## config.mk

```make
export PLATFORM = sky130hd
export DESIGN_NAME = hsv_seq_ctrl
export DESIGN_NICKNAME = d
export VERILOG_FILES = /design/src/rtl/hsv_seq_ctrl.sv
export SDC_FILE = /design/constraint.sdc
export NUM_CORES = 1
export LEC_CHECK = 0
export ABC_CLOCK_PERIOD_IN_PS = 11700
export CAP_MARGIN = 20
export CORE_ASPECT_RATIO = 0.75
export CORE_MARGIN = 3
export CORE_UTILIZATION = 57
export CTS_BUF_LIST = sky130_fd_sc_hd__clkbuf_8
export CTS_CLUSTER_DIAMETER = 50
export CTS_CLUSTER_SIZE = 20
export DETAILED_ROUTE_END_ITERATION = 8
export PLACE_DENSITY_LB_ADDON = 0.15
export SLEW_MARGIN = 0
export SYNTH_ARGS = -nofsm -noshare
export SYNTH_HDL_FRONTEND = slang
export SYNTH_SLANG_ARGS = --single-unit
```

## constraint.sdc

```tcl
create_clock -name clk -period 11.7 [get_ports clk]
set_clock_uncertainty 0.15 [all_clocks]
set_input_delay 2.925 -clock clk [delete_from_list [all_inputs] [get_ports clk]]
set_output_delay 2.925 -clock clk [all_outputs]
set_load 0.01 [all_outputs]
```

## src/rtl/hsv_seq_ctrl.sv

```systemverilog
// ============================================================================
// hsv_seq_ctrl
// ----------------------------------------------------------------------------
// Converts one 8-bit RGB pixel at a time into hue / saturation / value.
// The block shares one iterative restoring divider between two divisions.
// The saturation division runs first, followed by the hue-fraction division.
// This keeps the block small at the cost of throughput, which suits the slow
// camera-to-threshold path that it sits on.
//
// Ports
//   clk         system clock, rising edge
//   rst_n       synchronous active-low reset
//   in_valid    a pixel is present on red/green/blue
//   in_ready    the block can accept a pixel (only while idle)
//   red         red component
//   green       green component
//   blue        blue component
//   out_valid   hue/saturation/value hold a finished result
//   out_ready   the consumer takes the result on this edge
//   hue         hue in degrees, 0..359
//   saturation  saturation, 0..SAT_SCALE
//   value       max(R,G,B)
//   busy        a pixel is in flight (state is not IDLE)
//
// Parameters
//   FAST_GRAY   when 1, a pixel with delta==0 skips both divisions
//   SAT_SCALE   numerator multiplier for saturation full scale
// ============================================================================
module hsv_seq_ctrl #(
    parameter bit         FAST_GRAY = 1'b1,
    parameter logic [7:0] SAT_SCALE = 8'd255
) (
    input  logic       clk,
    input  logic       rst_n,
    input  logic       in_valid,
    output logic       in_ready,
    input  logic [7:0] red,
    input  logic [7:0] green,
    input  logic [7:0] blue,
    output logic       out_valid,
    input  logic       out_ready,
    output logic [8:0] hue,
    output logic [7:0] saturation,
    output logic [7:0] value,
    output logic       busy
);

    typedef enum logic [2:0] {
        IDLE  = 3'd0,
        DIV_S = 3'd1,
        DIV_H = 3'd2,
        FIX   = 3'd3,
        OUT   = 3'd4
    } state_t;

    typedef enum logic [1:0] {
        CH_RED   = 2'd0,
        CH_GREEN = 2'd1,
        CH_BLUE  = 2'd2
    } chan_t;

    state_t state;
    state_t state_next;

    // Analysis of the incoming pixel. These values are only used on the accept edge.
    chan_t       px_max_ch;
    logic [7:0]  px_max;
    logic [7:0]  px_min;
    logic [7:0]  px_delta;
    logic [8:0]  px_num;
    logic        px_num_neg;
    logic [7:0]  px_num_abs;
    logic        px_gray;
    logic [15:0] sat_dividend;
    logic        accept;

    // Per-pixel state that is kept for the hue division and the final fix-up step.
    chan_t       max_ch_r;
    logic        num_neg_r;
    logic [7:0]  num_abs_r;
    logic [7:0]  delta_r;
    logic [7:0]  hue_q_r;
    logic [15:0] hue_dividend;

    // Registers and single-step logic of the shared restoring divider.
    logic [3:0]  div_cnt;
    logic [7:0]  div_rem;
    logic [15:0] div_quo;
    logic [7:0]  div_den;
    logic [8:0]  div_trial;
    logic        div_fits;
    logic [7:0]  div_rem_next;
    logic [15:0] div_quo_next;
    logic [7:0]  div_result;
    logic        div_last;

    // Logic for the hue fix-up step.
    logic [8:0]  hue_base;
    logic [8:0]  hue_q_ext;
    logic [8:0]  hue_sum;
    logic [8:0]  hue_fixed;

    assign accept = in_valid && (state == IDLE);

    // Find the maximum channel with red > green > blue priority on ties.
    // The hue numerator depends on which channel wins. Only its magnitude
    // goes through the divider. Its sign is applied in FIX.
    always_comb begin
        px_max_ch = CH_RED;
        px_max    = red;
        if ((red >= green) && (red >= blue)) begin
            px_max_ch = CH_RED;
            px_max    = red;
        end else if (green >= blue) begin
            px_max_ch = CH_GREEN;
            px_max    = green;
        end else begin
            px_max_ch = CH_BLUE;
            px_max    = blue;
        end

        px_min = red;
        if (green < px_min) begin
            px_min = green;
        end
        if (blue < px_min) begin
            px_min = blue;
        end

        px_delta = px_max - px_min;
        px_gray  = (px_delta == 8'd0);

        case (px_max_ch)
            CH_RED:   px_num = {1'b0, green} - {1'b0, blue};
            CH_GREEN: px_num = {1'b0, blue}  - {1'b0, red};
            default:  px_num = {1'b0, red}   - {1'b0, green};
        endcase

        // The difference of two 8-bit values lies in -255..255. Negating
        // the low byte modulo 256 gives the exact magnitude for every such value.
        px_num_neg = px_num[8];
        px_num_abs = px_num_neg ? (8'd0 - px_num[7:0]) : px_num[7:0];
    end

    // Both dividends fit in 16 bits: 255*255 = 65025 and 60*255 = 15300.
    assign sat_dividend = {8'd0, SAT_SCALE} * {8'd0, px_delta};
    assign hue_dividend = 16'd60 * {8'd0, num_abs_r};

    // One restoring-division step: shift the next dividend bit into the
    // partial remainder, then subtract the divisor if it fits.
    // When it fits, the true difference is below the divisor. An 8-bit
    // modular subtraction is therefore exact.
    // A divisor of zero would produce an all-ones quotient, so the result
    // is forced to zero in that case.
    always_comb begin
        div_trial    = {div_rem, div_quo[15]};
        div_fits     = (div_trial >= {1'b0, div_den});
        div_rem_next = div_fits ? (div_trial[7:0] - div_den) : div_trial[7:0];
        div_quo_next = {div_quo[14:0], div_fits};
        div_result   = (div_den == 8'd0) ? 8'd0 : div_quo_next[7:0];
        div_last     = (div_cnt == 4'd15);
    end

    // Hue fix-up: add or subtract the quotient from the sector base, then wrap into 0..359.
    // Every intermediate value stays below 512, so nine bits are enough:
    // - 240 + 255 at most on the add path.
    // - base + (360 - q) on the negative path, which is only taken when q > base.
    always_comb begin
        case (max_ch_r)
            CH_RED:   hue_base = 9'd0;
            CH_GREEN: hue_base = 9'd120;
            default:  hue_base = 9'd240;
        endcase
        hue_q_ext = {1'b0, hue_q_r};
        hue_sum   = 9'd0;
        hue_fixed = 9'd0;
        if (num_neg_r) begin
            if (hue_q_ext > hue_base) begin
                hue_fixed = hue_base + (9'd360 - hue_q_ext);
            end else begin
                hue_fixed = hue_base - hue_q_ext;
            end
        end else begin
            hue_sum = hue_base + hue_q_ext;
            if (hue_sum >= 9'd360) begin
                hue_fixed = hue_sum - 9'd360;
            end else begin
                hue_fixed = hue_sum;
            end
        end
    end

    // State register. A reset at any point drops the pixel in flight without producing a result.
    always_ff @(posedge clk) begin
        if (!rst_n) begin
            state <= IDLE;
        end else begin
            state <= state_next;
        end
    end

    // Next-state logic. A gray pixel on the fast path goes straight to FIX.
    // Each divide state lasts exactly 16 cycles, counted by div_cnt.
    always_comb begin
        state_next = state;
        case (state)
            IDLE: begin
                if (accept) begin
                    state_next = (FAST_GRAY && px_gray) ? FIX : DIV_S;
                end
            end
            DIV_S: begin
                if (div_last) begin
                    state_next = DIV_H;
                end
            end
            DIV_H: begin
                if (div_last) begin
                    state_next = FIX;
                end
            end
            FIX: begin
                state_next = OUT;
            end
            OUT: begin
                if (out_ready) begin
                    state_next = IDLE;
                end
            end
            default: begin
                state_next = IDLE;
            end
        endcase
    end

    // Handshake outputs depend only on the state. This rules out an accept
    // in the same cycle as the output handoff.
    always_comb begin
        in_ready  = (state == IDLE);
        out_valid = (state == OUT);
        busy      = (state != IDLE);
    end

    // Datapath. The edge that ends the saturation division stores its quotient.
    // The same edge reloads the divider for the hue division, so no cycle is lost between the two divisions.
    always_ff @(posedge clk) begin
        if (!rst_n) begin
            hue        <= 9'd0;
            saturation <= 8'd0;
            value      <= 8'd0;
            max_ch_r   <= CH_RED;
            num_neg_r  <= 1'b0;
            num_abs_r  <= 8'd0;
            delta_r    <= 8'd0;
            hue_q_r    <= 8'd0;
            div_cnt    <= 4'd0;
            div_rem    <= 8'd0;
            div_quo    <= 16'd0;
            div_den    <= 8'd0;
        end else begin
            case (state)
                IDLE: begin
                    if (accept) begin
                        value     <= px_max;
                        delta_r   <= px_delta;
                        max_ch_r  <= px_max_ch;
                        num_neg_r <= px_num_neg;
                        num_abs_r <= px_num_abs;
                        div_cnt   <= 4'd0;
                        div_rem   <= 8'd0;
                        div_quo   <= sat_dividend;
                        div_den   <= px_max;
                        // A gray pixel on the fast path skips the divider. Its
                        // results are known here: the red channel wins the tie,
                        // so the hue is 0 and the saturation is 0.
                        if (FAST_GRAY && px_gray) begin
                            saturation <= 8'd0;
                            hue_q_r    <= 8'd0;
                        end
                    end
                end
                DIV_S: begin
                    div_cnt <= div_cnt + 4'd1;
                    if (div_last) begin
                        saturation <= div_result;
                        div_rem    <= 8'd0;
                        div_quo    <= hue_dividend;
                        div_den    <= delta_r;
                    end else begin
                        div_rem <= div_rem_next;
                        div_quo <= div_quo_next;
                    end
                end
                DIV_H: begin
                    div_cnt <= div_cnt + 4'd1;
                    div_rem <= div_rem_next;
                    div_quo <= div_quo_next;
                    if (div_last) begin
                        hue_q_r <= div_result;
                    end
                end
                FIX: begin
                    hue <= hue_fixed;
                end
                default: begin
                end
            endcase
        end
    end

endmodule

```

==> impl_metrics.toml <==
[cells_and_area]
areaGrowthSynthToFinish_pct = 19.6
n_fill_cell = 1322
finish.utilization_pct = 71.4
fin_nets = 1501
diodes = 0
final_layout_size_suffix_gt1_share_pct = 12.3

[synthesis]
synth_edf_count = 0
syn_area_per_cell_sq_um = 7.89
syn_nets = 1374
synthDistinctLibCells = 69
synth_common_cells = "inv_1 (140), ha_1 (124), nand2_1 (118)"
synth_warnings = 0
synth_area_leaders = "dfxtp_1 (20%), ha_1 (17%), fa_1 (8.8%)"
synth_area_sq_um = 9320
ys_seq_area_share_pct = 19.5
syn_inst = 1181
ys.flop_type = "dfxtp_1"
ys_seq_elements = 91
yosysMostFrequentCell = "inv_1"
synth-async-reset-ratio_pct = 0
synth_top_cell_by_area = "dfxtp_1"
netlist.area_leader.share_pct = 19.5

[global_routing]
grt_pass1_vias = 8500
grt_pass1_wl_mm = 43.4
gr-total-overflow = 0
antenna_found_initial = 0
grt_max_degree = 61
track_usage_pct = 29.9

[floorplan]
top_level_ports = 56
dieArea_sq_um = 17900
start_util_pct = 59.7
rows = 39
core_area_sq_um = 15600
fp.dieW_um = 154
die_y_um = 117

[timing]
min_period_ns = 11.35
setup_violations = 0
relSlewSlack_pct = 43.6
min_period_over_period_pct = 97.0
finalMaxSlewViolations = 0
hold_violations = 0
clock.fmax_mhz = 88.1
max_slew.worst_pin.slew_ns = 0.845

[route]
drtAntennaViolNets = 0
first_pass_iters = 6
wl_per_cell_um = 17.6
drt_wl_total_mm = 26.8
drt_iter0_drc = 834
drc = 0
viasPerCell = 5.93
vias = 9005

[clocking]
clk_pin_slew_worst_paths_ns = 0.09
hold_buffers = 0
clockRootBuffer = "clkbuf_8"
cts_tree = "yes"
clkSinkCount = 91
h-tree-depth = 3
clk_path_buf_depth = 2
numCtsBuffers = 9
clk_latency_ns = 0.38

[place]
dpl.hpwl_mm = 21.1
place_congestion = 0.959
portBuffers = 55

[worst_setup_path]
worstPathRequired_ns = 11.85
crit_slowest_cell = "fa_1"
cp_common_cell = "ha_1"
crit_fanout = 7
end_kind = "flip-flop"
setup.worst_path.start_class = "primary input"
reg2reg_depth = 13
setup.worst_path.class = "in -> reg"
worst_ep_arrival_time_ns = 11.50
critPathMaxStageDelay_ns = 0.57

[hold_path]
min_path_cells = 2
holdCritPathClass = "reg -> reg"

[job]
drv_cap = 0

[outcome]
status = "complete, no violations"
[routing by layer]
metal	track usage [%]	vias up	routed length, um
li1	-	4417	-
met1	44.0	4206	12700
met2	45.1	343	11300
met3	6.33	39	2360
met4	7.00	0	439
met5	0	-	0
[through the flow]
| step | instance area, sq um | TNS, ns | std cells | setup WS (ns) | hold WS [ns] |
|---|---|---|---|---|---|
| after detailed placement | 10700 | -0.952 | 1498 | -0.319 | 0.298 |
| final | 11200 | 0 | 1518 | 0.351 | 0.309 |
| after global placement | 10700 | -0.133 | 1498 | -0.0807 | 0.291 |
| after global routing | 11200 | -0.597 | 1518 | -0.203 | 0.336 |
| after CTS | 11000 | 0 | 1514 | 0.0760 | 0.311 |
| after floorplan | 9320 | 0 | 1181 | 0.146 | 0.287 |
[cell type report]
| class | count | area (sq um) | area share, % |
|---|---|---|---|
| inverters | 141 | 529 | 4.75 |
| flip-flops and latches | 91 | 1820 | 16.3 |
| clock inverters | 7 | 121 | 1.09 |
| multi-input cells | 910 | 6960 | 62.4 |
| repair buffers | 155 | 1340 | 12.0 |
| well taps | 205 | 256 | 2.30 |
| clock buffers | 9 | 124 | 1.11 |
[final timing paths]
check	start	to	slack [ns]
setup reg to reg	num_abs_r[2]	div_quo[12]	7.76
hold / removal	value[3]	value[3]	0.31
hold reg to reg	value[3]	value[3]	0.31
setup / recovery	green[2]	div_quo[14]	0.35
[sequential cells by signal, indices dropped and copies added (netlist names)]
| register | cells |
|---|---|
| saturation | 8 |
| num_neg_r | 1 |
| state | 3 |
| div_quo | 16 |
| hue | 9 |
| div_den | 8 |
| delta_r | 8 |
| num_abs_r | 8 |
| hue_q_r | 8 |
| div_rem | 8 |
| value | 8 |
| div_cnt | 4 |
| max_ch_r | 2 |
[cell usage in the layout (no fill, tap or decap), types with 14 or more instances in the layout]
cell,instances
inv_1,138
ha_1,122
nand2_1,118
buf_4,97
nor2_1,96
dfxtp_1,91
a21oi_1,79
clkdlybuf4s50_1,54
o21ai_0,52
fa_1,39
xnor2_1,32
nand3_1,29
xor2_1,24
a21o_1,23
nor3_1,21
o21a_1,16
mux2i_1,14
a31oi_1,14
a211oi_1,14
[worst max-delay path, delay by kind of cell]
kind	cells	cell delay (ns)
AO/OA/AOI/OAI	13	2.11
adder cells (fa/ha/maj)	10	3.64
XOR/XNOR	1	0.15
buffers and inverters	11	1.50
AND/OR/NAND/NOR	7	0.76
multiplexers	1	0.37
[timing repair]
item	CTS	global route
setup endpoints to repair	0	7
buffers inserted	0	3
gates resized for setup	0	33
[kinds of logic after synthesis]
logic type | share of synthesized area [%]
flops | 19.5
xor+xnor | 5.62
compound gates | 23.1
fa+ha+maj | 25.4
simple gates | 16.7
mux | 2.35
buf+inv | 7.26
Power is not shown: default switching activity piles up to over one toggle a cycle in this logic, so the estimate is an artifact.
